## src/rtl/riscv_pkg.sv

```systemverilog
// Shared RISC-V definitions: load/store funct3 encodings and MEM-stage FSM states.
package riscv_pkg;

  localparam logic [2:0] LB  = 3'b000;
  localparam logic [2:0] LH  = 3'b001;
  localparam logic [2:0] LW  = 3'b010;
  localparam logic [2:0] LBU = 3'b100;
  localparam logic [2:0] LHU = 3'b101;
  localparam logic [2:0] SB  = 3'b000;
  localparam logic [2:0] SH  = 3'b001;
  localparam logic [2:0] SW  = 3'b010;

  typedef enum logic [1:0] {
    IDLE = 2'd0,
    REQ  = 2'd1,
    DONE = 2'd2
  } mem_state_t;

endpackage

```

## src/rtl/load_extend.sv

```systemverilog
// Picks the addressed byte/halfword out of a read word and sign/zero extends it.
module load_extend
  import riscv_pkg::*;
(
  input  logic [31:0] i_rdata,
  input  logic [1:0]  i_addr,
  input  logic [2:0]  i_funct3,
  output logic [31:0] o_result
);

  logic [7:0]  w_byte;
  logic [15:0] w_half;

  // Lane select by low address bits, then extend by access type
  always_comb begin
    w_byte   = 8'h00;
    w_half   = i_addr[1] ? i_rdata[31:16] : i_rdata[15:0];
    o_result = i_rdata;
    case (i_addr)
      2'd0:    w_byte = i_rdata[7:0];
      2'd1:    w_byte = i_rdata[15:8];
      2'd2:    w_byte = i_rdata[23:16];
      default: w_byte = i_rdata[31:24];
    endcase
    case (i_funct3)
      LB:      o_result = {{24{w_byte[7]}}, w_byte};
      LH:      o_result = {{16{w_half[15]}}, w_half};
      LBU:     o_result = {24'h0, w_byte};
      LHU:     o_result = {16'h0, w_half};
      default: o_result = i_rdata;
    endcase
  end

endmodule

```

## src/rtl/mem_access_stage.sv

```systemverilog
// MEM pipeline stage: pass-through for ALU ops, req/ack data-memory access for
// loads/stores with alignment checks, store lanes, load extension and timeout.
module mem_access_stage
  import riscv_pkg::*;
#(
  parameter int ACK_TIMEOUT = 16
) (
  input  logic        clk,
  input  logic        rst_n,
  input  logic        s_flag_i,
  input  logic        wb_en_i,
  input  logic [4:0]  rd_i,
  input  logic [31:0] alu_result_i,
  input  logic [31:0] store_data_i,
  input  logic        mem_rd_i,
  input  logic        mem_wr_i,
  input  logic [2:0]  funct3_i,
  output logic        stall_o,
  output logic        s_flag_o,
  output logic        wb_en_o,
  output logic [4:0]  rd_o,
  output logic [31:0] result_o,
  output logic        fault_o,
  output logic        dmem_req,
  output logic        dmem_we,
  output logic [31:0] dmem_addr,
  output logic [3:0]  dmem_wstrb,
  output logic [31:0] dmem_wdata,
  input  logic        dmem_ack,
  input  logic [31:0] dmem_rdata
);

  localparam logic [15:0] TO_LAST = 16'(ACK_TIMEOUT - 1);

  mem_state_t  r_state;
  logic [4:0]  r_rd;
  logic [31:0] r_addr;
  logic [2:0]  r_f3;
  logic        r_we;
  logic [3:0]  r_wstrb;
  logic [31:0] r_wdata;
  logic [15:0] r_cnt;
  logic        r_timeout;
  logic [31:0] r_result;

  logic        w_mem, w_ld_ok, w_st_ok, w_illegal, w_misalign, w_bad, w_start;
  logic [3:0]  w_wstrb;
  logic [31:0] w_wdata;
  logic [31:0] w_ext;

  load_extend u_ext (
    .i_rdata  (dmem_rdata),
    .i_addr   (r_addr[1:0]),
    .i_funct3 (r_f3),
    .o_result (w_ext)
  );

  // Decode legality/alignment of the incoming access and the store lanes
  always_comb begin
    w_mem      = mem_rd_i | mem_wr_i;
    w_ld_ok    = (funct3_i == LB) || (funct3_i == LH) || (funct3_i == LW) ||
                 (funct3_i == LBU) || (funct3_i == LHU);
    w_st_ok    = (funct3_i == SB) || (funct3_i == SH) || (funct3_i == SW);
    w_illegal  = (mem_rd_i & mem_wr_i) | (mem_rd_i & ~w_ld_ok) | (mem_wr_i & ~w_st_ok);
    w_misalign = ((funct3_i[1:0] == 2'b01) && alu_result_i[0]) ||
                 ((funct3_i[1:0] == 2'b10) && (alu_result_i[1:0] != 2'b00));
    w_bad      = w_illegal | w_misalign;
    w_start    = s_flag_i & w_mem & ~w_bad;
    w_wstrb    = 4'b0000;
    w_wdata    = 32'h0;
    if (mem_wr_i) begin
      case (funct3_i[1:0])
        2'b00: begin
          w_wstrb = 4'b0001 << alu_result_i[1:0];
          w_wdata = {4{store_data_i[7:0]}};
        end
        2'b01: begin
          w_wstrb = alu_result_i[1] ? 4'b1100 : 4'b0011;
          w_wdata = {2{store_data_i[15:0]}};
        end
        default: begin
          w_wstrb = 4'b1111;
          w_wdata = store_data_i;
        end
      endcase
    end
  end

  // Access FSM: latch on accept, wait for ack or timeout, present result once
  always_ff @(posedge clk or negedge rst_n) begin
    if (!rst_n) begin
      r_state   <= IDLE;
      r_rd      <= 5'd0;
      r_addr    <= 32'h0;
      r_f3      <= 3'd0;
      r_we      <= 1'b0;
      r_wstrb   <= 4'b0000;
      r_wdata   <= 32'h0;
      r_cnt     <= 16'd0;
      r_timeout <= 1'b0;
      r_result  <= 32'h0;
    end else begin
      case (r_state)
        IDLE: begin
          if (w_start) begin
            r_rd      <= rd_i;
            r_addr    <= alu_result_i;
            r_f3      <= funct3_i;
            r_we      <= mem_wr_i;
            r_wstrb   <= w_wstrb;
            r_wdata   <= w_wdata;
            r_cnt     <= 16'd0;
            r_timeout <= 1'b0;
            r_result  <= 32'h0;
            r_state   <= REQ;
          end
        end
        REQ: begin
          r_cnt <= r_cnt + 16'd1;
          // An ack on the final allowed cycle still wins over the timeout
          if (dmem_ack) begin
            if (!r_we) r_result <= w_ext;
            r_state <= DONE;
          end else if (r_cnt == TO_LAST) begin
            r_timeout <= 1'b1;
            r_state   <= DONE;
          end
        end
        DONE:    r_state <= IDLE;
        default: r_state <= IDLE;
      endcase
    end
  end

  // Stage outputs; gated by rst_n so everything reads zero during reset
  always_comb begin
    stall_o    = 1'b0;
    s_flag_o   = 1'b0;
    wb_en_o    = 1'b0;
    rd_o       = 5'd0;
    result_o   = 32'h0;
    fault_o    = 1'b0;
    dmem_req   = 1'b0;
    dmem_we    = 1'b0;
    dmem_addr  = 32'h0;
    dmem_wstrb = 4'b0000;
    dmem_wdata = 32'h0;
    if (rst_n) begin
      case (r_state)
        IDLE: begin
          stall_o = w_start;
          if (s_flag_i && !w_start) begin
            s_flag_o = 1'b1;
            rd_o     = rd_i;
            if (!w_mem) begin
              wb_en_o  = wb_en_i;
              result_o = alu_result_i;
            end else begin
              fault_o = 1'b1;
            end
          end
        end
        REQ: begin
          stall_o    = 1'b1;
          dmem_req   = 1'b1;
          dmem_we    = r_we;
          dmem_addr  = {r_addr[31:2], 2'b00};
          dmem_wstrb = r_wstrb;
          dmem_wdata = r_wdata;
        end
        DONE: begin
          s_flag_o = 1'b1;
          rd_o     = r_rd;
          result_o = r_result;
          wb_en_o  = ~r_we & ~r_timeout;
          fault_o  = r_timeout;
        end
        default: ;
      endcase
      if (rd_o == 5'd0) wb_en_o = 1'b0;
    end
  end

endmodule

```

## config.mk

```make
export PLATFORM = sky130hd
export DESIGN_NAME = mem_access_stage
export DESIGN_NICKNAME = d
export VERILOG_FILES = /design/src/rtl/riscv_pkg.sv /design/src/rtl/load_extend.sv /design/src/rtl/mem_access_stage.sv
export SDC_FILE = /design/constraint.sdc
export NUM_CORES = 1
export LEC_CHECK = 0
export ABC_AREA = 1
export ABC_CLOCK_PERIOD_IN_PS = 2200
export BUFFER_PORTS_ARGS = -buffer_cell sky130_fd_sc_hd__buf_2
export CAP_MARGIN = 10
export CORE_ASPECT_RATIO = 0.9
export CORE_UTILIZATION = 45
export DETAILED_ROUTE_END_ITERATION = 8
export MAX_ROUTING_LAYER = met4
export PLACE_DENSITY = 0.71
export SLEW_MARGIN = 15
export SYNTH_ARGS = -nofsm -noshare
export SYNTH_HDL_FRONTEND = slang
export SYNTH_HIERARCHICAL = 1
export SYNTH_SLANG_ARGS = --single-unit
```

## constraint.sdc

```tcl
create_clock -name clk -period 2.2 [get_ports clk]
set_clock_uncertainty 0.05 [all_clocks]
set_input_delay 0.22 -clock clk [delete_from_list [all_inputs] [get_ports clk]]
set_output_delay 0.22 -clock clk [all_outputs]
set_load 0.005 [all_outputs]
```

==> flow_metrics.env <==
export IMPL_yosysTopAreaCell="dfrtp_1"
export IMPL_overflow=0
export IMPL_multiInputGateArea_sq_mm=0.00330
export IMPL_clkSlewWorstSetupHoldPaths_ns=0.06
export IMPL_cp_max_fo=16
export IMPL_register_area_sq_mm=0.00321
export IMPL_via_per_inst=5.18
export IMPL_ys_seq_area_share_pct=43.0
export IMPL_rsz0062_at_grt="false"
export IMPL_outcome="complete, no violations"
export IMPL_yosysUniqueCellTypes=41
export IMPL_cap_violations=0
export IMPL_endpoint_kind="output pin"
export IMPL_p_leak_nw=5.01
export IMPL_hold_class="primary input to register"
export IMPL_area_growth_pct=29.5
export IMPL_nNetsFinal=1327
export IMPL_die_w_um=138
export IMPL_netlist_area_sq_mm=0.00745
export IMPL_root_buffer="clkbuf_16"
export IMPL_start_util_pct=46.0
export IMPL_powerDensity_mw_per_mm2=918
export IMPL_dp_slack_ns=0.00337
export IMPL_vias=7436
export IMPL_crit_path_start_kind="register"
export IMPL_antennaDiodeCount=0
export IMPL_wirelength_um=23100
export IMPL_grt_pass1_wl_um=35600
export IMPL_netlist_top_cells_area="dfrtp_1 43%, inv_1 7.7%, nand2_1 7.7%"
export IMPL_async_flop_share_pct=100
export IMPL_setup_violations=0
export IMPL_dp_hpwl_um=16200
export IMPL_maxSlewViolCount=0
export IMPL_place_gp_congestion=0.913
export IMPL_grt_start_max_net_pins=129
export IMPL_htreeDepth=4
export IMPL_numPortBuffers=219
export IMPL_critPathArrivalTime_ns=1.87
export IMPL_max_slew_margin_pct=54.8
export IMPL_dp_cells=1377
export IMPL_synth_top_area_share_pct=43.0
export IMPL_mostFrequentLayoutCells="218 x buf_2, 153 x nand2_1, 152 x inv_1, 137 x nor2_1, 126 x dfrtp_1"
export IMPL_cts_tree="done"
export IMPL_setup_tns_final_ns=0
export IMPL_p_total_mw=8.86
export IMPL_vdd_drop_max_v=0.000634
export IMPL_die_area_sq_mm=0.0171
export IMPL_core_rowCount=44
export IMPL_final_common_cell="buf_2"
export IMPL_cts_buffer_depth=2
export IMPL_drt_iter0_drc=627
export IMPL_drc=0
export IMPL_drtAntennaViolNets=0
export IMPL_grtUsageTotal_pct=28.4
export IMPL_routedWlPerCell_um=16.1
export IMPL_hold_viol=0
export IMPL_core_area_sq_mm=0.0162
export IMPL_critPathMaxStageDelay_ns=0.45
export IMPL_grt_pass1_vias=6948
export IMPL_die_height_um=124
export IMPL_syn_area_per_cell_sq_um=7.56
export IMPL_yosysWarnings=6
export IMPL_clock_sinks=128
export IMPL_cts_buffers=17
export IMPL_ios=222
export IMPL_period_minus_slack_ns=2.14
export IMPL_firstDrtPassIters=5
export IMPL_clk_insertion_delay_late_ns=0.42
export IMPL_setup_ws_ns=0.0633
export IMPL_period_share_pct=97.1
export IMPL_critPathKind="register to output pin"
export IMPL_drive_above_1_share_pct=28.7
export IMPL_antenna_found_initial=0
export IMPL_layoutNonFillerInstCount=1435
export IMPL_max_freq_mhz=468
export IMPL_postLayoutCoreUtil_pct=59.6
export IMPL_required_ns=1.93
export IMPL_path_cells="nor2_4, nand3_4, inv_6, a22oi_1, nor2_1, buf_2"
export IMPL_cp_slowest_cell="dfrtp_2"
export IMPL_ys_seq_elements=128
export IMPL_nFillCells=1489
export IMPL_synth_ff_type="dfrtp_1"
export IMPL_synth_edf_count=0
export IMPL_syn_inst=986
export IMPL_worst_pin_slew_ns=0.678
==> per-stage QoR <==
step	hold WS, ns	instance area, sq um
6_report	0.00581	9650
3_3_place_gp	0.387	8700
4_1_cts	0.000180	9580
2_1_floorplan	-0.126	7460
5_1_grt	0.0170	9650
3_5_place_dp	0.381	8700
==> cell families after synthesis <==
| logic type | synth area share [%] |
|---|---|
| AND/OR/NAND/NOR | 22.7 |
| AO/OA/AOI/OAI | 20.3 |
| buffers and inverters | 13.5 |
| flip-flops | 43.0 |
| XOR/XNOR | 0.235 |
| adder cells (fa/ha/maj) | 0.168 |
| other | 0.0503 |
==> layer usage <==
layer | track usage (%) | wire length (um)
met1 | 38.6 | 10700
met2 | 42.9 | 10700
met3 | 5.37 | 1320
met4 | 8.52 | 393
met5 | - | 0
==> repair_timing <==
item	CTS	global route
setup buffers	0	2
hold buffers	23	0
pin swaps	0	2
endpoints found under the setup margin	83	100
resized for setup	10	11
cloned	0	1
endpoints found under the hold margin	150	0
==> final cells by class <==
cell class                 instances  share of cell area, %
sequential                       128                   33.2
clock inverter                    10                   1.39
multi-input combinational        631                   34.2
clock buffer                      22                   4.91
inverter                         167                   6.69
timing repair buffer             269                   16.8
tap                              207                   2.68
timing repair inverter             1                 0.0908
==> worst paths after layout <==
path                                   from     endpoint  slack, ns  depth (start not counted)
min in group asynchronous             rst_n    r_addr[6]       0.49                          3
hold reg to reg                     r_rd[2]      r_rd[2]       0.43                          2
setup / recovery                 r_state[0]  result_o[0]       0.06                          6
hold / removal             alu_result_i[13]   r_addr[13]      0.006                          3
setup reg to reg                   r_cnt[0]    r_cnt[12]       0.29                         10
max in group asynchronous             rst_n   r_state[1]       1.10                          3
==> Yosys cell counts, types with 5 or more instances <==
cell type  count
clkbuf_1      25
dfrtp_1      128
inv_1        153
buf_6         14
nor2_2         5
a22oi_1       32
o21ai_0       60
nor3_1         6
nand4_1        8
o221ai_1       7
nand2_1      153
nand3_2       12
a21oi_1       56
nand3_1       55
o21ai_2       28
inv_2         13
o22ai_1       38
buf_2         14
nor2_1       140
buf_4          8
==> report_power, final <==
part,leakage (nW),internal [mW],switching (mW)
Combinational,3.06,1.01,1.61
Sequential,1.66,2.98,0.350
Clock,0.296,1.87,1.04
Total,5.01,5.86,3.00
==> state kept, by name, indices dropped and copies added, names as in the netlist <==
signal	cells
r_timeout	1
r_wdata	32
r_addr	32
r_f3	3
r_state	2
r_we	1
r_result	32
r_cnt	16
r_wstrb	4
r_rd	5
==> worst max-delay path: cells and delay by family, from the launching register on <==
kind / cells / cell delay (ns)
and+or+nand+nor: 3 / 0.54
DFF: 1 / 0.45
buffers and inverters: 2 / 0.36
AOI/OAI and AO/OA: 1 / 0.09
(Power assumes the default switching activity.)
